## config.mk

```make
export PLATFORM = sky130hd
export DESIGN_NAME = score_ctrl
export DESIGN_NICKNAME = d
export VERILOG_FILES = /design/src/rtl/score_ctrl.sv
export SDC_FILE = /design/constraint.sdc
export NUM_CORES = 1
export LEC_CHECK = 0
export BUFFER_PORTS_ARGS = -buffer_cell sky130_fd_sc_hd__buf_4
export CAP_MARGIN = 20
export CORE_MARGIN = 8
export CORE_UTILIZATION = 57
export CTS_BUF_LIST = sky130_fd_sc_hd__clkbuf_8 sky130_fd_sc_hd__clkbuf_16
export CTS_CLUSTER_SIZE = 24
export DETAILED_ROUTE_END_ITERATION = 7
export PLACE_DENSITY = 0.79
export SYNTH_ARGS = -nofsm -noshare
export SYNTH_HDL_FRONTEND = slang
export SYNTH_SLANG_ARGS = --single-unit
```

## constraint.sdc

```tcl
create_clock -name Clk -period 5.1 [get_ports Clk]
set_input_delay 0 -clock Clk [delete_from_list [all_inputs] [get_ports Clk]]
set_output_delay 0 -clock Clk [all_outputs]
set_load 0.02 [all_outputs]
```

## src/rtl/score_ctrl.sv

```systemverilog
// Game-phase sequencer and BCD score accumulator with a digit-serial adder.
// Optional high-score register enabled by defining SCORE_HISCORE_EN.
module score_ctrl #(
  parameter logic [15:0] CP1   = 16'd648,
  parameter logic [15:0] CP2   = 16'd1298,
  parameter logic [1:0]  LIVES = 2'd3
) (
  input  logic        Clk,
  input  logic        Reset,
  input  logic        start_btn,
  input  logic        alive,
  input  logic        enemy1_alive,
  input  logic        save_suc,
  input  logic        lastp_alive,
  input  logic        p2_alive,
  input  logic [15:0] bg_position,
  output logic        game_start,
  output logic [2:0]  state,
  output logic [1:0]  lives,
  output logic [15:0] score,
`ifdef SCORE_HISCORE_EN
  output logic [15:0] hi_score,
`endif
  output logic        busy
);

  localparam logic [2:0] S_IDLE    = 3'd0;
  localparam logic [2:0] S_START   = 3'd1;
  localparam logic [2:0] S_PLAY    = 3'd2;
  localparam logic [2:0] S_RESPAWN = 3'd3;
  localparam logic [2:0] S_OVER    = 3'd4;
  localparam logic [2:0] S_WIN     = 3'd5;

  // Input bit order: start, alive, enemy1_alive, save_suc, lastp_alive, p2_alive.
  // The *_alive bits reset high so release from reset never looks like a kill.
  localparam logic [5:0] IN_RST = 6'b011011;

  function automatic logic [4:0] bcd_digit_add(input logic [3:0] a, input logic [3:0] b,
                                               input logic cin);
    logic [4:0] s;
    s = {1'b0, a} + {1'b0, b} + {4'd0, cin};
    if (s > 5'd9) s = s + 5'd6;
    return s;
  endfunction

  function automatic logic [15:0] bcd_saturate(input logic [15:0] v, input logic ovf);
    return ovf ? 16'h9999 : v;
  endfunction

  function automatic logic [15:0] award_value(input logic [4:0] sel);
    case (sel)
      5'b00001:          return 16'h0020;
      5'b00010:          return 16'h0030;
      5'b00100, 5'b01000: return 16'h0050;
      5'b10000:          return 16'h0100;
      default:           return 16'h0000;
    endcase
  endfunction

  logic [5:0]  in_q, prev_q, rise_q, fall_q;
  logic [15:0] bg1_q, bg2_q;
  logic [2:0]  state_q, state_d;
  logic [1:0]  lives_q, lives_d;
  logic [4:0]  pend_q, pend_d, new_p, sel;
  logic        a_busy_q, a_busy_d, carry_q, carry_d, win_entry, play;
  logic [1:0]  dig_q, dig_d;
  logic [15:0] addend_q, addend_d, score_q, score_d;
  logic [4:0]  dsum;

  always_comb begin
    state_d   = state_q;
    lives_d   = lives_q;
    win_entry = 1'b0;
    case (state_q)
      S_IDLE:  if (rise_q[5]) state_d = S_START;
      S_START: begin
        state_d = S_PLAY;
        lives_d = LIVES;
      end
      S_PLAY: begin
        if (fall_q[4]) begin
          lives_d = lives_q - 2'd1;
          state_d = (lives_q <= 2'd1) ? S_OVER : S_RESPAWN;
        end else if ((bg2_q > CP2) && !prev_q[1] && !prev_q[0]) begin
          state_d   = S_WIN;
          win_entry = 1'b1;
        end
      end
      S_RESPAWN: if (rise_q[4]) state_d = S_PLAY;
      S_OVER, S_WIN: if (rise_q[5]) state_d = S_START;
      default: state_d = S_IDLE;
    endcase
  end

  assign play     = (state_q == S_PLAY);
  assign new_p[0] = play && fall_q[3] && (bg2_q > CP1);
  assign new_p[1] = play && rise_q[2] && (bg2_q > CP1);
  assign new_p[2] = play && fall_q[1] && (bg2_q > CP2);
  assign new_p[3] = play && fall_q[0] && (bg2_q > CP2);
  assign new_p[4] = win_entry;

  // Adder: one BCD digit per cycle, LSD first; START discards any partial sum.
  always_comb begin
    pend_d   = pend_q | new_p;
    a_busy_d = a_busy_q;
    dig_d    = dig_q;
    carry_d  = carry_q;
    addend_d = addend_q;
    score_d  = score_q;
    sel      = pend_q & (~pend_q + 5'd1);
    dsum     = bcd_digit_add(score_q[{dig_q, 2'b00} +: 4], addend_q[{dig_q, 2'b00} +: 4], carry_q);
    if (state_q == S_START) begin
      pend_d   = '0;
      a_busy_d = 1'b0;
      dig_d    = 2'd0;
      carry_d  = 1'b0;
      score_d  = '0;
    end else if (a_busy_q) begin
      score_d[{dig_q, 2'b00} +: 4] = dsum[3:0];
      carry_d = dsum[4];
      dig_d   = dig_q + 2'd1;
      if (dig_q == 2'd3) begin
        a_busy_d = 1'b0;
        carry_d  = 1'b0;
        score_d  = bcd_saturate(score_d, dsum[4]);
      end
    end else if (|pend_q) begin
      pend_d   = (pend_q & ~sel) | new_p;
      addend_d = award_value(sel);
      a_busy_d = 1'b1;
      dig_d    = 2'd0;
      carry_d  = 1'b0;
    end
  end

  always_ff @(posedge Clk or negedge Reset) begin
    if (!Reset) begin
      in_q     <= IN_RST;
      prev_q   <= IN_RST;
      rise_q   <= '0;
      fall_q   <= '0;
      bg1_q    <= '0;
      bg2_q    <= '0;
      state_q  <= S_IDLE;
      lives_q  <= 2'd0;
      pend_q   <= '0;
      a_busy_q <= 1'b0;
      dig_q    <= 2'd0;
      carry_q  <= 1'b0;
      addend_q <= '0;
      score_q  <= '0;
    end else begin
      in_q     <= {start_btn, alive, enemy1_alive, save_suc, lastp_alive, p2_alive};
      prev_q   <= in_q;
      rise_q   <= in_q & ~prev_q;
      fall_q   <= ~in_q & prev_q;
      bg1_q    <= bg_position;
      bg2_q    <= bg1_q;
      state_q  <= state_d;
      lives_q  <= lives_d;
      pend_q   <= pend_d;
      a_busy_q <= a_busy_d;
      dig_q    <= dig_d;
      carry_q  <= carry_d;
      addend_q <= addend_d;
      score_q  <= score_d;
    end
  end

`ifdef SCORE_HISCORE_EN
  logic        hs_arm_q;
  logic [15:0] hi_q;
  // Armed on entering OVER/WIN so the compare waits for the final awards.
  always_ff @(posedge Clk or negedge Reset) begin
    if (!Reset) begin
      hs_arm_q <= 1'b0;
      hi_q     <= '0;
    end else if (state_q == S_START) begin
      hs_arm_q <= 1'b0;
    end else if ((state_d == S_OVER || state_d == S_WIN) && state_d != state_q) begin
      hs_arm_q <= 1'b1;
    end else if (hs_arm_q && !busy) begin
      hs_arm_q <= 1'b0;
      if (score_q > hi_q) hi_q <= score_q;
    end
  end
  assign hi_score = hi_q;
`endif

  assign game_start = (state_q == S_START);
  assign state      = state_q;
  assign lives      = lives_q;
  assign score      = score_q;
  assign busy       = a_busy_q | (|pend_q);

endmodule

```

==> results of run 1 <==
kinds of logic after synthesis:
| kind of cell | share of synthesized area, % |
|---|---|
| XOR/XNOR | 0.503 |
| AND/OR/NAND/NOR | 11.2 |
| buffers and inverters | 2.69 |
| adder cells (fa/ha/maj) | 4.74 |
| flip-flops | 61.3 |
| AO/OA/AOI/OAI | 16.3 |
| multiplexers | 3.16 |
cell type report:
class | count | area (um^2)
flip-flops and latches | 85 | 2140
fillers | 401 | 1600
multi-input cells | 173 | 1250
repair buffers | 70 | 596
clock buffers | 9 | 124
well taps | 75 | 93.8
clock inverters | 6 | 63.8
inverters | 14 | 52.6
timing repair:
action                                 in CTS  in global routing
resized for setup                           0                  0
setup endpoints to repair                   0                  0
hold buffers                               23                  0
endpoints found under the hold margin      99                  0
state kept, by name, summed over array words and instances, names as in the netlist:
signal	count
addend_q	4
prev_q	6
score	16
fall_q	4
a_busy_q	1
dig_q	2
carry_q	1
bg1_q	16
bg2_q	16
state	3
lives	2
in_q	6
pend_q	5
rise_q	3
path summary, 6_finish.rpt:
check / from / endpoint / depth (start not counted)
max reg2reg: dig_q[0]$_DFFE_PN0P_ / score[1]$_DFFE_PN0P_ / 15
max in group asynchronous: Reset / bg1_q[1]$_DFF_PN0_ / 3
min reg2reg: bg1_q[12]$_DFF_PN0_ / bg2_q[12]$_DFF_PN0_ / 0
min in group Clk: bg_position[15] / bg1_q[15]$_DFF_PN0_ / 2
max: dig_q[0]$_DFFE_PN0P_ / score[1]$_DFFE_PN0P_ / 15
min: Reset / bg1_q[15]$_DFF_PN0_ / 2
worst max-delay path: stages (launching register included):
cell and delay [ns]:
dfrtp_1 0.67, inv_1 0.28, and3_1 0.21, a21oi_1 0.16, fa_1 0.26, inv_1 0.08
fa_1 0.42, xor2_1 0.29, inv_1 0.10, ha_1 0.26, nand2_1 0.09, o21ai_0 0.12
or2_2 0.32, o211ai_1 0.28, o21ai_0 0.17, a32o_1 0.24
where the power goes:
| group | switching [uW] | internal [uW] |
|---|---|---|
| sequential | 112 | 764 |
| clock | 225 | 223 |
| combinational | 430 | 289 |
through the flow:
stage | power [uW] | utilization, % | setup slack (ns) | hold WS, ns | instance area, um^2
finish | 2040 | 73.0 | 1.02 | 0.191 | 4320
global route | 2160 | 73.0 | 0.706 | 0.240 | 4320
CTS | 2040 | 72.6 | 1.09 | 0.280 | 4300
detailed placement | 1570 | 65.6 | 1.12 | 0.109 | 3880
global placement | 1560 | 65.6 | 1.23 | 0.109 | 3880
floorplan | 1370 | - | 1.43 | -0.296 | 3480
synth_stat cells, types with 2 or more instances:
| library cell | count |
|---|---|
| dfrtp_1 | 77 |
| a22o_1 | 2 |
| o211ai_1 | 6 |
| a21o_1 | 3 |
| o21ai_0 | 24 |
| o2bb2ai_1 | 3 |
| fa_1 | 2 |
| nand3_1 | 8 |
| mux4_2 | 4 |
| a32o_1 | 14 |
| nor3_1 | 7 |
| inv_1 | 13 |
| ha_1 | 10 |
| nand2_1 | 14 |
| a31oi_1 | 2 |
| nor2b_1 | 10 |
| a21oi_1 | 10 |
| nand3b_1 | 2 |
| and2_1 | 2 |
| nor2_1 | 14 |
| clkbuf_1 | 4 |
| buf_2 | 3 |
| dfstp_2 | 8 |
| mux2i_1 | 2 |
| nand2b_1 | 2 |
| and3_1 | 6 |
routing by layer:
| layer | vias to the layer above | routed length [um] | global-route usage, % |
|---|---|---|---|
| met4 | 0 | 80 | 7.27 |
| met3 | 8 | 360 | 4.40 |
| met5 | - | 0 | 0 |
| met1 | 1288 | 3220 | 21.9 |
| li1 | 1171 | - | - |
| met2 | 84 | 4030 | 30.9 |
==> results_dict.tcl, run 1 <==
set metrics [dict create \
    ys.flop_type "dfrtp_1" \
    ys_ff_latch 85 \
    layout_commonest_cell "dfrtp_1" \
    post_drt_wl_per_cell_um 17.8 \
    ys_async_sr_fraction_pct 100 \
    antenna_found_initial 0 \
    grt_pass1_wl_um 12600 \
    clock_sinks 85 \
    tns_ns 0 \
    post_cts_buffers 0 \
    drt_wl_total_um 7690 \
    insertion_delay_ns 0.34 \
    critPathMaxFanout 14 \
    die-area_um2 8870 \
    fin_skew_ns 0.0136 \
    startpoint_type "flip-flop" \
    cts_buffers 9 \
    route.detailed.drc 0 \
    max-clock-path-buffers 2 \
    grt_pass1_vias 2635 \
    first_pass_iters 4 \
    yosysWarnings 0 \
    seq_area_frac_synth_pct 61.3 \
    p_leak_uw 0.00196 \
    rsz0062_at_grt "false" \
    htreeDepth 3 \
    slew_viol_final 0 \
    end_kind "flip-flop" \
    core_area_um2 5920 \
    numPortBuffers 46 \
    area_delta_synth_final_pct 24.0 \
    synth_edf_count 0 \
    crit_type "reg -> reg" \
    powerDensity_nw_per_um2 473 \
    drive_gt1_share_pct 22.1 \
    max_clock_freq_mhz 245 \
    die_h_um 94.2 \
    critical_path_arrival_ns 4.31 \
    cts_tree "done" \
    syn-cell-area_um2 3480 \
    maxCapViolCount 0 \
    initial_core_util_pct 58.9 \
    drtIter0Drc 191 \
    gp_congestion 0.870 \
    drtAntennaViolNets 0 \
    period_share_pct 80.0 \
    overflow 0 \
    grt_max_degree 86 \
    synth_top_area_cell "dfrtp_1" \
    cp.required_ns 5.33 \
    viasPerCell 5.91 \
    yosysUniqueCellTypes 54 \
    setup_violations 0 \
    dieWidth_um 94.2 \
    slew_headroom_pct 64.2 \
    track_usage_pct 18.3 \
    hp-class "in -> async" \
    place_hpwl_um 5090 \
    synth_top_cell_area_share_pct 55.3 \
    rrSetupSlack_ns 1.02 \
    syn-instance-count 280 \
    syn_nets 316 \
    finalHoldViolCount 0 \
    tightest_slew_ns 0.537 \
    finalNetCount 389 \
    syn_avg_cell_area_um2 12.4 \
    placementRows 28 \
    yosys-top-cells-area "dfrtp_1, dfstp_2, a32o_1" \
    dp.cells 393 \
    most-common-layout-cells "dfrtp_1, buf_4, o21ai_0, dlygate4sd3_1" \
    vias 2551 \
    vdd_drop_max_mv 0.305 \
    io_pins 47 \
    status "finished clean" \
    n_antenna_cell 0 \
    cts_root_buf "clkbuf_8" \
    cts.clk_slew.worst_paths_ns 0.09 \
    post-route-min-period_ns 4.08 \
    final_cells 432 \
]
Note: power is estimated with default switching activity, not from simulation.
==> run 2, diff against run 1 <==
- ABC_AREA: not set -> 1
- CORE_UTILIZATION: 57 -> 52
- PLACE_DENSITY: 0.79 -> 0.75
- clock period: 5.1 -> 3.6 ns (I/O delays scaled with it)
==> run 2 against run 1 <==
- combinational power increased by 140%
- non-clock buffer count increased by 1
- power increased by 87%
- clock-buffer cell count unchanged
- die area increased by 17%
- worst hold slack got worse by 0.12 ns
- critical endpoint is now score[15]$_DFFE_PN0P_
==> results_dict.tcl, run 2 <==
set metrics [dict create \
    io_pins 47 \
    layout_commonest_cell "nand2_1" \
    setup_violations 0 \
    drtIter0Drc 157 \
    vdd_drop_max_mv 0.430 \
    ys_ff_latch 85 \
    synth-simple-area-share_pct 25.2 \
    slew_viol_final 0 \
    p_leak_uw 0.00238 \
    startpoint_type "flip-flop" \
    critical_path_arrival_ns 3.57 \
    finalNetCount 528 \
    ys_async_sr_fraction_pct 100 \
    track_usage_pct 17.0 \
    cts_root_buf "clkbuf_8" \
    crit_top_cell "nand2_1" \
    slew_headroom_pct 63.7 \
    post_cts_buffers 0 \
    crit_start "dig_q[0]$_DFFE_PN0P_" \
    yosysMostFrequentCell "nand2_1" \
    synth_fa_ha_area_share_pct 4.29 \
    seq_area_frac_synth_pct 55.5 \
    synth_top_area_cell "dfrtp_1" \
    grt_max_degree 86 \
    yosys-top-cells-count "nand2_1, dfrtp_1, inv_1" \
    n_antenna_cell 0 \
    overflow 0 \
    synth_top_cell_area_share_pct 50.1 \
    multi_input_comb_area_um2 1460 \
    ys.flop_type "dfrtp_1" \
    cp_slowest_cell "dfrtp_1" \
    timing.rr.start "dig_q[0]$_DFFE_PN0P_" \
    dp_slack_ns 0.336 \
    die_h_um 102 \
    fill_cells 556 \
    cp_slowest_stage_delay_ns 0.64 \
    most-common-layout-cells "nand2_1, dfrtp_1, buf_4, inv_1, nor2_1" \
    cts_tree "done" \
    placementRows 31 \
    crit_type "reg -> reg" \
    area_delta_synth_final_pct 24.5 \
    tightest_slew_ns 0.544 \
    max_clock_freq_mhz 300 \
    synth_edf_count 0 \
    drive_gt1_share_pct 21.7 \
    regArea_um2 2140 \
    antenna_found_initial 0 \
    rsz0062_at_grt "false" \
    yosysWarnings 0 \
    insertion_delay_ns 0.35 \
    crit_end "score[15]$_DFFE_PN0P_" \
    fin_skew_ns 0.00581 \
    worst_slack_ns 0.272 \
    place_hpwl_um 5510 \
    drt_wl_total_um 8050 \
    max-clock-path-buffers 2 \
    htreeDepth 3 \
    grt_pass1_vias 2981 \
    synth_top_family_by_area "simple AND/OR/NAND/NOR gates" \
    rrSetupSlack_ns 0.27 \
    status "finished clean" \
    r2r_cells 16 \
    syn_nets 453 \
    cts_buffers 9 \
    yosys-top-cells-area "dfrtp_1, nand2_1, dfstp_2" \
    viasPerCell 4.98 \
    first_pass_iters 4 \
    clock_sinks 85 \
    tns_ns 0 \
    hp-class "in -> async" \
    route.detailed.drc 0 \
    post-route-min-period_ns 3.33 \
    end_kind "flip-flop" \
    yosysUniqueCellTypes 40 \
    core_area_um2 7210 \
    drtAntennaViolNets 0 \
    syn-instance-count 417 \
    dieWidth_um 102 \
    maxCapViolCount 0 \
    synth_compound_area_share_pct 8.39 \
    syn_avg_cell_area_um2 9.23 \
    finalHoldViolCount 0 \
    gp_congestion 0.881 \
    synth.area.mux_share_pct 0 \
    vias 2967 \
    cts.clk_slew.worst_paths_ns 0.09 \
    post_drt_wl_per_cell_um 13.5 \
    reg2reg_to "score[15]$_DFFE_PN0P_" \
    path_cells "inv_2 > nor3_1 > a31oi_1 > fa_1 > inv_1 > fa_1 > inv_1 > ha_1 > o21ai_1 > nand3_2 > nand2_2 > nand2_4 > nand2_1 > o21bai_1 > nand2_1 > nand2_1" \
    powerDensity_nw_per_um2 796 \
    die-area_um2 10400 \
    grt_pass1_wl_um 13700 \
    numPortBuffers 46 \
    critPathMaxFanout 17 \
    syn-cell-area_um2 3850 \
    cp.required_ns 3.85 \
    synth_xor_xnor_area_share_pct 0 \
    initial_core_util_pct 53.3 \
    period_share_pct 92.4 \
]
## run 2: worst max-delay path, delay by kind of cell, from the launching register on
| kind | cells | cell delay [ns] |
|---|---|---|
| and+or+nand+nor | 7 | 0.70 |
| AOI/OAI and AO/OA | 3 | 0.35 |
| adders and majority gates | 3 | 1.06 |
| buffers and inverters | 3 | 0.48 |
| DFF | 1 | 0.64 |
## run 2: per-layer routing
layer / part of all wire, % / up-vias / global-route usage [%]
met5: 0 / - / 0
li1: - / 1494 / -
met1: 41 / 1390 / 20.2
met4: 1.9 / 0 / 7.22
met3: 6.5 / 12 / 4.56
met2: 50 / 71 / 28.4
## run 2: where the power goes
| part | total, uW | switching, uW | internal [uW] |
|---|---|---|---|
| Sequential | 1260 | 146 | 1110 |
| Combinational | 1730 | 1140 | 590 |
| Clock | 827 | 354 | 473 |
## run 2: layout make-up
cell class	count	area share, %
Tap cell	99	2.59
Timing Repair Buffer	71	12.7
Inverter	55	4.36
Sequential cell	85	44.6
Clock inverter	7	2.66
Multi-Input combinational cell	270	30.5
Clock buffer	9	2.59
## run 2: worst min path at each step
stage | from | cells after the start | slack, ns | to
floorplan | Reset | 0 | -0.30 | a_busy_q$_DFF_PN0_
global placement | enemy1_alive | 1 | 0.11 | in_q[3]$_DFF_PN1_
detailed placement | lastp_alive | 1 | 0.11 | in_q[1]$_DFF_PN1_
CTS | save_suc | 2 | 0.27 | in_q[2]$_DFF_PN0_
global route | Reset | 2 | 0.1 | bg1_q[1]$_DFF_PN0_
finish | Reset | 2 | 0.07 | bg1_q[1]$_DFF_PN0_
## run 2: logic make-up (layout without fill, tap and decap cells)
logic type,after synthesis,in the layout
buffers and inverters,62,142
AOI/OAI and AO/OA,57,57
adders and majority gates,12,12
and+or+nand+nor,201,201
DFF,85,85
## run 2: repair_timing
action	in CTS	in global routing
setup endpoints to repair	0	0
hold buffers	23	0
endpoints found under the hold margin	99	0
resized for setup	0	0
## run 2: stage by stage
stage          util [%]  power (uW)  area [um^2]  instances  hold WS (ns)
3_3_place_gp       59.3        2940         4280        556         0.109
2_1_floorplan         -        2510         3850        417        -0.296
3_5_place_dp       59.3        2980         4280        556         0.110
6_report           66.4        3810         4790        596        0.0683
4_1_cts            66.0        3830         4760        595         0.270
5_1_grt            66.4        4110         4790        596        0.0967
